<file path="src/rtl/tinyqv_instr_aligner_pkg.sv">
// Shared constants and types for the TinyQV instruction aligner: PC width,
// RV32 length encodings and the decoder instruction window layout.
package tinyqv_instr_aligner_pkg;

  localparam int unsigned TQV_PC_BITS       = 23;
  localparam logic [1:0]  TQV_RVC_OPCODE_32 = 2'b11;
  localparam logic [1:0]  TQV_LEN_16        = 2'b01;
  localparam logic [1:0]  TQV_LEN_32        = 2'b10;

  // Decoder window: head halfword in the low half.
  typedef struct packed {
    logic [15:0] hi;
    logic [15:0] lo;
  } instr_win_t;

endpackage

</file>
<file path="src/rtl/tinyqv_halfword_fifo.sv">
// Circular halfword buffer with a two-entry read port at the head and a
// pop of one or two entries per cycle.
module tinyqv_halfword_fifo #(
  parameter int unsigned BUF_HW = 4
) (
  input  logic                      clk,
  input  logic                      rstn,
  input  logic                      i_flush,
  input  logic                      i_push,
  input  logic [15:0]               i_data,
  input  logic                      i_pop,
  input  logic [1:0]                i_pop_len,
  output logic [15:0]               o_rd0,
  output logic [15:0]               o_rd1,
  output logic [$clog2(BUF_HW):0]   o_count,
  output logic                      o_full
);

  localparam int unsigned PW = $clog2(BUF_HW);
  localparam int unsigned CW = PW + 1;

  logic [15:0]   r_mem [BUF_HW];
  logic [PW-1:0] r_head;
  logic [PW-1:0] r_tail;
  logic [CW-1:0] r_count;
  logic          w_wr;

  assign w_wr = i_push && !i_flush;

  // Pointers wrap naturally at the power-of-two depth.
  always_ff @(posedge clk or negedge rstn) begin
    if (!rstn) begin
      r_head  <= '0;
      r_tail  <= '0;
      r_count <= '0;
    end else if (i_flush) begin
      r_head  <= '0;
      r_tail  <= '0;
      r_count <= '0;
    end else begin
      if (i_push) r_tail <= r_tail + PW'(1);
      if (i_pop)  r_head <= r_head + PW'(i_pop_len);
      r_count <= r_count + CW'(i_push) - (i_pop ? CW'(i_pop_len) : CW'(0));
    end
  end

  // Storage needs no reset: reads are masked by the count.
  always_ff @(posedge clk) begin
    if (w_wr) r_mem[r_tail] <= i_data;
  end

  assign o_rd0   = (r_count != CW'(0)) ? r_mem[r_head] : 16'h0000;
  assign o_rd1   = (r_count >= CW'(2)) ? r_mem[r_head + PW'(1)] : 16'h0000;
  assign o_count = r_count;
  assign o_full  = (r_count == CW'(BUF_HW));

endmodule

</file>
<file path="src/rtl/tinyqv_instr_aligner.sv">
// Instruction prefetch/alignment buffer in front of the TinyQV decoder:
// tracks fetch and instruction PCs, handles redirects and the length check.
module tinyqv_instr_aligner
  import tinyqv_instr_aligner_pkg::*;
#(
  parameter int unsigned BUF_HW  = 4,
  parameter int unsigned PC_BITS = TQV_PC_BITS
) (
  input  logic               clk,
  input  logic               rstn,
  input  logic [15:0]        fetch_data,
  input  logic               fetch_valid,
  output logic               fetch_ready,
  output logic [PC_BITS-1:0] fetch_addr,
  output logic               fetch_restart,
  input  logic               redirect,
  input  logic [PC_BITS-1:0] redirect_pc,
  output logic [31:0]        instr,
  output logic [PC_BITS-1:0] instr_pc,
  output logic               instr_valid,
  input  logic               instr_consume,
  input  logic [1:0]         consume_len
);

  localparam int unsigned CW = $clog2(BUF_HW) + 1;

  logic [PC_BITS-1:0] r_pc;
  logic [PC_BITS-1:0] r_fetch_addr;
  logic               r_restart;

  logic [15:0]   w_rd0;
  logic [15:0]   w_rd1;
  logic [CW-1:0] w_count;
  logic          w_full;
  logic          w_push;
  logic          w_pop;
  logic          w_len_ok;
  logic          w_valid;
  instr_win_t    w_win;

  // Data arriving in the restart cycle belongs to the old stream.
  assign w_push   = fetch_valid && !w_full && !redirect && !r_restart;
  assign w_len_ok = ((consume_len == TQV_LEN_16) || (consume_len == TQV_LEN_32)) &&
                    (CW'(consume_len) <= w_count);
  assign w_pop    = instr_consume && w_valid && w_len_ok && !redirect;

  tinyqv_halfword_fifo #(
    .BUF_HW (BUF_HW)
  ) u_fifo (
    .clk       (clk),
    .rstn      (rstn),
    .i_flush   (redirect),
    .i_push    (w_push),
    .i_data    (fetch_data),
    .i_pop     (w_pop),
    .i_pop_len (consume_len),
    .o_rd0     (w_rd0),
    .o_rd1     (w_rd1),
    .o_count   (w_count),
    .o_full    (w_full)
  );

  // A lone head halfword is complete only if it is a compressed instruction.
  assign w_valid = (w_count >= CW'(2)) ||
                   ((w_count == CW'(1)) && (w_rd0[1:0] != TQV_RVC_OPCODE_32));

  always_ff @(posedge clk or negedge rstn) begin
    if (!rstn) begin
      r_pc         <= '0;
      r_fetch_addr <= '0;
      r_restart    <= 1'b1;
    end else if (redirect) begin
      r_pc         <= redirect_pc;
      r_fetch_addr <= redirect_pc;
      r_restart    <= 1'b1;
    end else begin
      r_restart <= 1'b0;
      if (w_push) r_fetch_addr <= r_fetch_addr + PC_BITS'(1);
      if (w_pop)  r_pc         <= r_pc + PC_BITS'(consume_len);
    end
  end

  assign w_win.lo      = w_rd0;
  assign w_win.hi      = w_rd1;
  assign instr         = w_win;
  assign instr_valid   = w_valid;
  assign instr_pc      = r_pc;
  assign fetch_addr    = r_fetch_addr;
  assign fetch_restart = r_restart;
  assign fetch_ready   = !w_full;

endmodule

</file>
<file path="config.mk">
export PLATFORM = sky130hd
export DESIGN_NAME = tinyqv_instr_aligner
export DESIGN_NICKNAME = d
export VERILOG_FILES = /design/src/rtl/tinyqv_instr_aligner_pkg.sv /design/src/rtl/tinyqv_halfword_fifo.sv /design/src/rtl/tinyqv_instr_aligner.sv
export SDC_FILE = /design/constraint.sdc
export NUM_CORES = 1
export LEC_CHECK = 0
export ABC_AREA = 1
export CORE_ASPECT_RATIO = 0.75
export CORE_MARGIN = 5
export CORE_UTILIZATION = 48
export CTS_CLUSTER_SIZE = 20
export DETAILED_ROUTE_END_ITERATION = 8
export PLACE_DENSITY = 0.77
export SYNTH_ARGS = -nofsm -noshare
export SYNTH_HDL_FRONTEND = slang
export SYNTH_SLANG_ARGS = --single-unit
</file>
<file path="constraint.sdc">
create_clock -name clk -period 2.47 [get_ports clk]
set_input_delay 0.494 -clock clk [delete_from_list [all_inputs] [get_ports clk]]
set_output_delay 0.494 -clock clk [all_outputs]
set_load 0.1 [all_outputs]
</file>
======== Yosys cells after proc, flatten, opt, wreduce, memory -nomap -nowiden ========
Memory sizes are Yosys's and may differ from the RTL's.
Index checks and enable logic that the tools add are counted.
operators by class
  reductions and logical operators ........ 17
  multiplexer cells ....................... 15
  eq/ne operators ......................... 5
  add/sub/neg operators ................... 7
  magnitude comparators ................... 2
operators by type and width
  kind                   number
  $mux 23                4
  $mux 16                2
  $add 23x1->23 const B  1
  $add 23x2->23          1
  $mux 2                 5
  $logic_and 1x1->1      9
  $add 2x1->2 const B    2
  $reduce_bool 2->1      2
  $add 3x1->3            1
  $eq 3x1->1 const B     1
  $eq 3x3->1 const B     1
  $ge 3x2->1 const B     1
  $le 2x3->1             1
  $logic_not 1->1        3
  $mux 1                 3
  $mux 3                 1
  $reduce_bool 3->1      1
  $sub 3x3->3            1
  $add 2x2->2            1
  $eq 2x1->1 const B     1
  $eq 2x2->1 const B     1
  $logic_or 1x1->1       2
  $ne 2x2->1 const B     1
word-level totals
  output and inout port bits .............. 81
  memory bits (writable) .................. 64
  logic and storage cells ................. 53
  memories kept ........................... 1
  register bits ........................... 54
  input port bits ......................... 46
memories
  name          words  width  read ports  clocked after memory_dff  wr ports  RTL line                    source
  u_fifo.r_mem  4      16     2           0                         1         tinyqv_halfword_fifo.sv:22  logic [15:0] r_mem [BUF_HW];

======== Depth between registers and ports, before layout ========
  word-level depth ........................ 11
  depth in mapped cells ................... 16
  depth with buffers taken out ............ 15

======== Cells and area by module ========
A second synthesis with hierarchy kept.
second synthesis, totals
  cells, all modules ...................... 963
  area total of the unflattened synthesis .. 7123.1 sq um
by module, submodules not included
  module                area each (sq um)  seq. area each (sq um)  instances  cells each
  tinyqv_halfword_fifo  3792.4             2097.0                  1          461
  tinyqv_instr_aligner  3330.7             1177.4                  1          502

======== Least setup slack after synthesis ========
Ideal clock, no wire load.
  path kind ............................... flip-flop to output port
  start ................................... reg u_fifo.r_head[0]
  end ..................................... out instr[21]
  setup slack ............................. -0.794 ns
  buffers on the path ..................... 2
  cell stages (with the launch flop) ...... 6
  arrival time ............................ 2.770 ns
  data required time ...................... 1.976 ns
  cell sequence ........................... dfrtp_1 > buf_4 > nor2_2 > clkbuf_1 > nand2_1 > a31oi_1
on the way
  word-level cells in the longest chain between the ends .. 3
ends and longest elaborated chain
  element                 RTL line                    source
  from (decl)             tinyqv_halfword_fifo.sv:23  logic [PW-1:0] r_head;
  from (signal assigned)  tinyqv_halfword_fifo.sv:42  if (i_pop) r_head <= r_head + PW'(i_pop_len);
  $add 2x1->2             tinyqv_halfword_fifo.sv:53  assign o_rd1 = (r_count >= CW'(2)) ? r_mem[r_head + PW'(1)] : 16'h0000;
  $mem_v2 4x16            -
  $mux 16                 tinyqv_halfword_fifo.sv:53
  to (decl)               tinyqv_instr_aligner.sv:18  output logic [31:0] instr,
No other way between the ends.

======== Final worst setup path ========
  start ................................... reg u_fifo.r_head[0]
  end ..................................... reg u_fifo.r_count[1], in the netlist u_fifo.o_count[1]
on the way
  word-level cells in the longest chain between the ends .. 11
ends and longest elaborated chain
  element                         RTL line                    source
  $mem_v2 4x16                    -
  $mux 16                         tinyqv_halfword_fifo.sv:52  assign o_rd0 = (r_count != CW'(0)) ? r_mem[r_head] : 16'h0000;
  $ne 2x2->1                      tinyqv_instr_aligner.sv:65  ((w_count == CW'(1)) && (w_rd0[1:0] != TQV_RVC_OPCODE_32));
  $logic_and 1x1->1               tinyqv_instr_aligner.sv:65
  $logic_or 1x1->1                tinyqv_instr_aligner.sv:64  assign w_valid = (w_count >= CW'(2)) ||
  $logic_and 1x1->1 (3 in a row)  tinyqv_instr_aligner.sv:45  assign w_pop = instr_consume && w_valid && w_len_ok && !redirect;
  $mux 2                          tinyqv_halfword_fifo.sv:43  r_count <= r_count + CW'(i_push) - (i_pop ? CW'(i_pop_len) : CW'(0));
  $sub 3x3->3                     tinyqv_halfword_fifo.sv:43
  $mux 3                          tinyqv_halfword_fifo.sv:36  end else if (i_flush) begin
  to (signal assigned)            tinyqv_halfword_fifo.sv:43
  to (decl)                       tinyqv_halfword_fifo.sv:25  logic [CW-1:0] r_count;
No other way between the ends.
A chain may end at the register's enable or synchronous reset.

==> out/results.tsv <==
metric	value	unit
period utilization	99.3	%
post-layout util	72.9	%
WL per Instance	18.1	um
wire length of the first global-routing pass	33900	um
Setup WS pre-CTS	-558	ps
Final Instance Count excl. Fillers	1251	
VDD IR max	0.660	mV
CP Launch Type	flip-flop	
# IOs	127	
Leakage Power	4.31	nW
vias in the first global route	6449	
Clk pin slew, worst setup/hold paths	60	ps
setup ws final	18.3	ps
Storage cell area	3280	um2
Final nets	1124	
Clock Skew	8.15	ps
Fin Setup TNS	0	ps
Cell Area, Synth	6860	um2
initial antenna violation count	0	
clock latency on the worst-skew pair	420	ps
endpoints failing setup	0	
Synth-to-Final Area Change	47.1	%
Syn Inst Count	886	
WHS	136	ps
most frequent cells in the layout	291 x nand2_1, 98 x buf_4, 85 x nor2_1	
core area	13800	um2
status	complete, no violations	
R2R setup slack	20	ps
layout cells sized above 1	23.9	%
average size of a mapped cell	7.74	um2
Setup crit start	u_fifo.r_head[0]$_DFFE_PN0P_	
Synth Net Count	947	
placement row count	37	
Power Dens Cells	721	nW/um2
# DRC	0	
die height	114	um
global route total overflow	0	
fillers	974	
CTS Buffer Depth	2	
crit path max fanout	7	
CTS tree	yes	
RePlAce Congestion	0.904	
Max Cap Violations	0	
fin. max-slew vios	0	
FF+latch count, synth	118	
Die W	148	um
synth warn	0	
Max-slew headroom	50.2	%
CTS root buffer	clkbuf_16	
IO buf count	126	
CTS sink count	118	
Final Critical Period	2450	ps
ant diodes	0	
Setup crit end kind	flip-flop	
WL final	22600	um
RSZ-0062 raised after global routing	true	
Hold WC Path Type	input port to asynchronous set/reset pin	
distinct cell type count of the synthesized netlist	41	
htree depth	4	
vias per cell	5.52	
placed cell count	1209	
drt pass-1 iters	8	
worst r2r src	u_fifo.r_head[0]$_DFFE_PN0P_	
crit path kind	flip-flop to flip-flop	
Reg2Reg Depth	14	
Slew @ Worst Pin	746	ps
remaining antenna violation count	0	
hpwl dp	15600	um
area of the multi-input gates	3500	um2
Initial Util	49.6	%
worst path required time	2770	ps
largest net degree at the start of global routing	46	
arrival time worst endpoint	2750	ps
full die area	16800	um2
R2R Path End	u_fifo.o_count[1]$_DFF_PN0_	
gr usage total	25.6	%
via count	6902	
Seq/Total Area, Yosys	47.7	%
CTS Buf Count	17	
Final Hold Vio Count	0	
commonest non-fill, non-tap cell in the layout	nand2_1	
FMAX	408	MHz
Initial DRC Count	701	
final cells by class:
| type | instances | share of cell area, % |
|---|---|---|
| multi-input combinational | 640 | 34.6 |
| sequential | 118 | 32.5 |
| timing repair buffer | 192 | 20.9 |
| clock buffer | 17 | 4.21 |
| inverter | 94 | 3.57 |
| tap | 175 | 2.17 |
| clock inverter | 15 | 2.02 |
cells by family after synthesis:
logic type / after synthesis / synth area share (%)
flip-flops: 118 / 47.7
adder cells (fa/ha/maj): 15 / 2.95
buffers and inverters: 128 / 7.62
AO/OA/AOI/OAI: 150 / 12.0
XOR/XNOR: 17 / 2.17
AND/OR/NAND/NOR: 458 / 27.5
per-layer routing:
metal  vias to the layer above  wire length (um)  GRT usage, %
met3                        28              1900          6.87
met2                       328             10500          38.7
met4                         0               265          6.15
met1                      3275             10000          37.1
met5                         -                 0             0
li1                       3271                 -             -
synth_stat cells:
master / number / area [um2]
o21bai_1: 3 / 22.5
nand2_4: 1 / 11.3
buf_6: 3 / 33.8
edfxtp_1: 64 / 1920
nand3_1: 38 / 190
nor2_4: 1 / 11.3
o21ai_1: 10 / 50.1
buf_1: 5 / 18.8
nor3_2: 1 / 10.0
nand2_1: 300 / 1130
nor2_1: 86 / 323
buf_4: 1 / 7.51
inv_4: 1 / 6.26
o22ai_1: 1 / 6.26
xnor2_1: 4 / 35.0
clkbuf_1: 14 / 52.6
a22o_1: 1 / 8.76
a31oi_1: 19 / 119
o21ai_0: 69 / 345
and2_1: 1 / 6.26
a21oi_1: 34 / 170
nand3_2: 1 / 10.0
nand4_1: 15 / 93.8
nand3_4: 1 / 17.5
inv_2: 4 / 15.0
ha_1: 13 / 163
nor3_1: 6 / 30.0
nor2_2: 3 / 18.8
dfrtp_1: 53 / 1330
nor2_8: 1 / 20.0
xor2_1: 13 / 114
dfstp_2: 1 / 26.3
inv_1: 89 / 334
o211ai_1: 8 / 60.1
buf_2: 11 / 55.1
nor4_1: 1 / 6.26
o311ai_0: 1 / 8.76
o31ai_1: 2 / 15.0
fa_1: 2 / 40.0
o221ai_1: 2 / 17.5
nand3b_1: 2 / 15.0
sequential cells by signal, indices dropped and copies added (netlist names):
register        flops
u_fifo.r_tail       2
fetch_addr         23
u_fifo.o_count      3
instr_pc           23
u_fifo.r_head       2
u_fifo.r_mem       64
fetch_restart       1
power breakdown:
part,total (W),internal (W),switching [W]
Clock,0.00265,0.00169,0.000954
Sequential,0.00238,0.00220,0.000180
Combinational,0.00225,0.000617,0.00163
metrics by stage:
| stage | power (W) | instance area (um2) |
|---|---|---|
| 6_report | 0.00727 | 10100 |
| 2_1_floorplan | 0.00390 | 7210 |
| 3_3_place_gp | 0.00459 | 9200 |
| 4_1_cts | 0.00726 | 9900 |
| 5_1_grt | 0.00750 | 10100 |
| 3_5_place_dp | 0.00461 | 9200 |
critical path, cell delays in order, from the launching register on:
cell,delay [ps]
dfrtp_2,460
clkinv_4,140
nand2_2,90
nand2_1,70
nand2_2,80
nand2_2,80
nand3_4,100
nand3_4,80
buf_6,130
nor2_4,90
nand2_1,70
ha_1,300
inv_2,40
fa_2,550
nor2_1,40
worst max path at each step:
stage	end	slack [ps]	cells after the start
2_1_floorplan	instr[21]	-140	5
3_3_place_gp	u_fifo.o_count[1]$_DFF_PN0_	-500	13
3_5_place_dp	u_fifo.o_count[1]$_DFF_PN0_	-560	13
4_1_cts	instr[16]	-6	6
5_1_grt	u_fifo.o_count[2]$_DFF_PN0_	-110	15
6_report	u_fifo.o_count[1]$_DFF_PN0_	20	14
timing repair:
| action | 4_1_cts | 5_1_grt |
|---|---|---|
| endpoints found under the setup margin | 33 | 21 |
| endpoints found under the hold margin | 0 | 0 |
| gates resized for setup | 18 | 27 |
| setup buffers | 1 | 8 |
| hold buffers | 0 | 0 |
| pin swaps | 2 | 12 |
| cloned | 0 | 1 |
Power figures use the tool's default switching activity.
==> RTL change 1, RTL diff (same flow settings) <==
Make the reset (`rstn`) synchronous in 2 clocked blocks.
--- a/src/rtl/tinyqv_halfword_fifo.sv
+++ b/src/rtl/tinyqv_halfword_fifo.sv
@@ -29,5 +29,5 @@
 
   // Pointers wrap naturally at the power-of-two depth.
-  always_ff @(posedge clk or negedge rstn) begin
+  always_ff @(posedge clk) begin
     if (!rstn) begin
       r_head  <= '0;
--- a/src/rtl/tinyqv_instr_aligner.sv
+++ b/src/rtl/tinyqv_instr_aligner.sv
@@ -65,5 +65,5 @@
                    ((w_count == CW'(1)) && (w_rd0[1:0] != TQV_RVC_OPCODE_32));
 
-  always_ff @(posedge clk or negedge rstn) begin
+  always_ff @(posedge clk) begin
     if (!rstn) begin
       r_pc         <= '0;
Behaviour: differs if rstn is asserted again (counterexample within 4 cycles, from zero or initial values and one cycle with rstn low); with rstn held inactive, the same outputs for 4 cycles.
==> RTL change 1 against the original RTL <==
The run now ends with setup timing left; synthesized area decreased by 2.1%; wire length decreased by 4.4%; fmax decreased by 1.2%; critical path depth unchanged; worst setup slack got worse by 0.030 ns; global-route usage increased by 0.34 points; synthesized cell count increased by 1.8%; via count about the same; cell area decreased by 4.9%; sequential cell count increased by 2; critical endpoint is now u_fifo.o_count[2].
Power is not compared: it rests on default switching activity, and its combinational part moved more than twofold at a synthesized area within 25%.
==> RTL change 1: results (changes against the original RTL) <==
| Metric | Value |
|---|---|
| Vias in the first global route | `6446 (was 6449)` |
| GPL Wtd Cong | `0.9540 (was 0.9035)` |
| Layout cell share with drive strength beyond 1 | `22.09% (was 23.88%)` |
| Post-synthesis sequential area ratio | `45.31% (was 47.72%)` |
| Status | `finished with violations (was finished, final reports clean)` |
| DRT Wirelength | `21.64 mm (was 22.64 mm)` |
| Multi-input combinational area share | `36.02% (was 34.65%)` |
| Tot GR Track Use | `25.98% (was 25.64%)` |
| Dpl hpwl | `14.91 mm (was 15.57 mm)` |
| Crit path arrival time | `2.82 ns (was 2.75 ns)` |
| FF+latch count, synth | `120 (was 118)` |
| Initial antenna violation count | `1 (was 0)` |
| Setup TNS | `-0.01212 ns (was 0 ns)` |
| Setup-failing EPs final | `1 (was 0)` |
| Fraction of area in registers | `31.79% (was 32.50%)` |
| Register area | `3050 sq um (was 3281 sq um)` |
| Buffer share of cell area | `20.04% (was 20.88%)` |
| Inverters | `93 (was 94)` |
| Vias per inst | `5.531 (was 5.517)` |
| FILL cells | `1055 (was 974)` |
| Non-clock buffer count in the final layout | `177 (was 192)` |
| Multi-input gates | `651 (was 640)` |
| Largest net degree at the start of global routing | `35 (was 46)` |
| First-pass GRT wire length | `33.92 mm (was 33.91 mm)` |
| Most instantiated cells after synthesis | `nand2_1 (233), nor2_1 (126), inv_1 (89) (was nand2_1 (300), inv_1 (89), nor2_1 (86))` |
| Top post-synthesis cells by area | `edfxtp_1 (29%), dfxtp_1 (17%), nand2_1 (13%) (was edfxtp_1 (28%), dfrtp_1 (19%), nand2_1 (16%))` |
| Failing checks | `setup timing` |
| PnR worst setup slack | `-0.01212 ns (was 0.01834 ns)` |
| Worst Tran Pin Value | `0.8192 ns (was 0.7464 ns)` |
| Area Growth Syn to Fin | `42.87% (was 47.10%)` |
| Final nets | `1121 (was 1124)` |
| Post-Place Worst Slack | `-0.7764 ns (was -0.5582 ns)` |
| Post-DP Area | `8767 sq um (was 9198 sq um)` |
| Crit path max fanout | `23 (was 7)` |
-- RTL change 1: cell count changes in the layout (fill, tap and decap cells not counted), moves of 10 or more --
cell | unedited run | this run
dfrtp_1 | 48 | 0
nor2_1 | 85 | 123
nand2_1 | 291 | 228
a22oi_1 | 0 | 11
dfxtp_1 | 0 | 50
a21oi_1 | 16 | 28
a31oi_4 | 14 | 4
-- RTL change 1: timing repair --
action | in CTS | in global routing
resized for setup | 17 | 29
hold endpoints to repair | 0 | 0
setup buffers | 4 | 5
pin swaps | 10 | 19
hold buffers | 0 | 0
setup endpoints to repair | 6 | 17
-- RTL change 1: per-layer routing --
layer	vias to the layer above	routed length (um)	GRT usage, %
met5	-	19	0
met1	3169	9172	36.76
met4	2	299	6.830
li1	3299	-	-
met3	41	2263	6.336
met2	392	9881	40.10
-- RTL change 1: worst paths after layout --
kind	start	end	slack, ns
max	flop	u_fifo.o_count[2]	-0.01
min	fetch_addr[2]	fetch_addr[2]	0.54
max reg2reg	flop	u_fifo.o_count[2]	-0.01
min reg2reg	fetch_addr[2]	fetch_addr[2]	0.54
-- RTL change 1: per-stage QoR --
step                      instances  total power, uW  utilization [%]
after floorplan                 902             2825                -
after global placement         1207             3091            63.98
after detailed placement       1207             3100            63.98
after CTS                      1243             5607            68.93
after global routing           1248             5776            70.01
final                          1248             5597            70.01
-- RTL change 1: cell families after synthesis --
group | after synthesis | share of synthesized area, %
adders and majority gates | 15 | 3.019
buffers and inverters | 131 | 7.826
and+or+nand+nor | 448 | 27.65
xor gates and xnor gates | 17 | 2.217
AOI/OAI and AO/OA | 171 | 13.97
DFF | 120 | 45.31
==> RTL change 2, RTL diff (config.mk and constraints unchanged) <==
Without the edit above. The package constant `TQV_PC_BITS` goes from 23 to 46.
--- a/src/rtl/tinyqv_instr_aligner_pkg.sv
+++ b/src/rtl/tinyqv_instr_aligner_pkg.sv
@@ -3,5 +3,5 @@
 package tinyqv_instr_aligner_pkg;
 
-  localparam int unsigned TQV_PC_BITS       = 23;
+  localparam int unsigned TQV_PC_BITS       = 46;
   localparam logic [1:0]  TQV_RVC_OPCODE_32 = 2'b11;
   localparam logic [1:0]  TQV_LEN_16        = 2'b01;
Ports: changed (resized fetch_addr, instr_pc and redirect_pc); port bits go from 127 to 196. No check against the original RTL was run, so the function may have changed too.
==> RTL change 2 against the original RTL <==
The flow now finishes with violations (setup timing); sequential power increased by 40%; sequential cell count increased by 46; fmax is 1.2% lower; combinational power increased by 42%; cell area up 39%; total power grew 27%; synthesized area rose by 49%; non-clock buffer count is 75 higher; wire length grew 67%; utilization is 6.3 points lower; synthesized cell count is 61% higher; worst setup slack lost 0.029 ns; critical endpoint unchanged.
==> RTL change 2: results (changes against the original RTL) <==
| Metric | Value |
|---|---|
| Synth Area per Inst | `7.139 sq um (was 7.744 sq um)` |
| Worst R2R Path Depth | `15 (was 14)` |
| Crit path max fanout | `3 (was 7)` |
| Most instantiated cells after synthesis | `nand2_1 (500), nor2_1 (184), nand3_1 (129) (was nand2_1 (300), inv_1 (89), nor2_1 (86))` |
| Crit path from | `u_fifo.o_count[1] (was u_fifo.r_head[0])` |
| Clk_skew | `0.01194 ns (was 0.008146 ns)` |
| Dpl hpwl | `28.08 mm (was 15.57 mm)` |
| First drt pass iteration count | `5 (was 8)` |
| Post-synthesis sequential area ratio | `43.38% (was 47.72%)` |
| Largest register FFs | `64 (unchanged)` |
| Most used DFF post-synth | `dfrtp_1 (was edfxtp_1)` |
| CP max stage delay | `0.53 ns (was 0.55 ns)` |
| Initial antenna violation count | `3 (was 0)` |
| PnR worst setup slack | `-0.01039 ns (was 0.01834 ns)` |
| Adder-Cell Fraction of Synth Area | `1.987% (was 2.954%)` |
| Crit-path slowest cell | `fa_2 (unchanged)` |
| Top post-synthesis cells by area | `dfrtp_1 (24%), edfxtp_1 (19%), nand2_1 (18%) (was edfxtp_1 (28%), dfrtp_1 (19%), nand2_1 (16%))` |
| Post-synth ARST share | `60.98% (was 45.76%)` |
| Leakage | `0.006073 uW (was 0.004308 uW)` |
| Max-slew headroom | `60.38% (was 50.24%)` |
| Status | `finished with violations (was finished, final reports clean)` |
| Vias in the first global route | `10270 (was 6449)` |
| CTS Buffer Depth | `2 (unchanged)` |
| Synth Area in Compound Gates | `8.634% (was 12.00%)` |
| Tot GR Track Use | `30.39% (was 25.64%)` |
| Failing checks | `setup timing` |
| GPL Wtd Cong | `0.9862 (was 0.9035)` |
| Max rail drop VDD | `418.9 uV (was 660.4 uV)` |
| Post-Syn Nets | `1513 (was 947)` |
| Crit path arrival time | `2.79 ns (was 2.75 ns)` |
| Setup-failing EPs final | `2 (was 0)` |
| Vias | `11020 (was 6902)` |
| FILL cells | `1770 (was 974)` |
| Placed Cells incl. Taps | `1925 (was 1209)` |
| Clk Latency, worst-skew pair | `0.44 ns (was 0.42 ns)` |
| First-pass GRT wire length | `56.55 mm (was 33.91 mm)` |
| 1st-iter DRT viols | `1094 (was 701)` |
| Largest net degree at the start of global routing | `59 (was 46)` |
| Sw Ratio | `43.54% (was 38.00%)` |
| PortBufs | `195 (was 126)` |
[RTL change 2: cell count changes after synthesis, moves of 17 or more]
cell / before / now
dfrtp_1: 53 / 99
inv_1: 89 / 120
nand2_1: 300 / 500
nand3_1: 38 / 129
nor2_1: 86 / 184
xnor2_1: 4 / 21
[RTL change 2: metal layers]
| metal | up-vias | GRT usage, % | routed length, um |
|---|---|---|---|
| li1 | 5130 | - | - |
| met1 | 5167 | 44.04 | 16130 |
| met2 | 636 | 43.85 | 16190 |
| met3 | 83 | 8.229 | 4237 |
| met4 | 0 | 10.65 | 1165 |
| met5 | - | 0 | 0 |
[RTL change 2: per-stage QoR]
stage	TNS, ns	hold WS [ns]	setup WS (ns)	area, sq um
2_1_floorplan	-2.391	0.1984	-0.5588	10530
3_3_place_gp	-6.773	0.5062	-0.5481	13200
3_5_place_dp	-8.486	0.5125	-0.6305	13200
4_1_cts	-0.003706	0.06790	-0.003706	13840
5_1_grt	-1.644	0.08855	-0.1379	14000
6_report	-0.01160	0.04671	-0.01039	14000
[RTL change 2: cell type report]
cell class | count | area share (%)
Antenna cell | 3 | 0.05363
Clock buffer | 17 | 3.039
Clock inverter | 15 | 1.135
Inverter | 128 | 3.504
Multi-Input combinational cell | 1090 | 38.64
Sequential cell | 164 | 31.66
Tap cell | 288 | 2.574
Timing Repair Buffer | 267 | 19.40
[RTL change 2: timing repair]
action                                  4_1_cts  5_1_grt
pin swaps                                     1        6
hold endpoints to repair                      0        0
setup buffers                                 3        6
endpoints found under the setup margin       34       29
gates cloned                                  0        3
resized for setup                            13       29
[RTL change 2: power groups by stage]
stage               logic [uW]  registers, uW  clock network [uW]
floorplan                 1030           4480                   0
global placement          3130           3360                   0
CTS                       3180           3320                2690
detailed placement        3160           3370                   0
finish                    3200           3330                2670
global route              3350           3350                2810
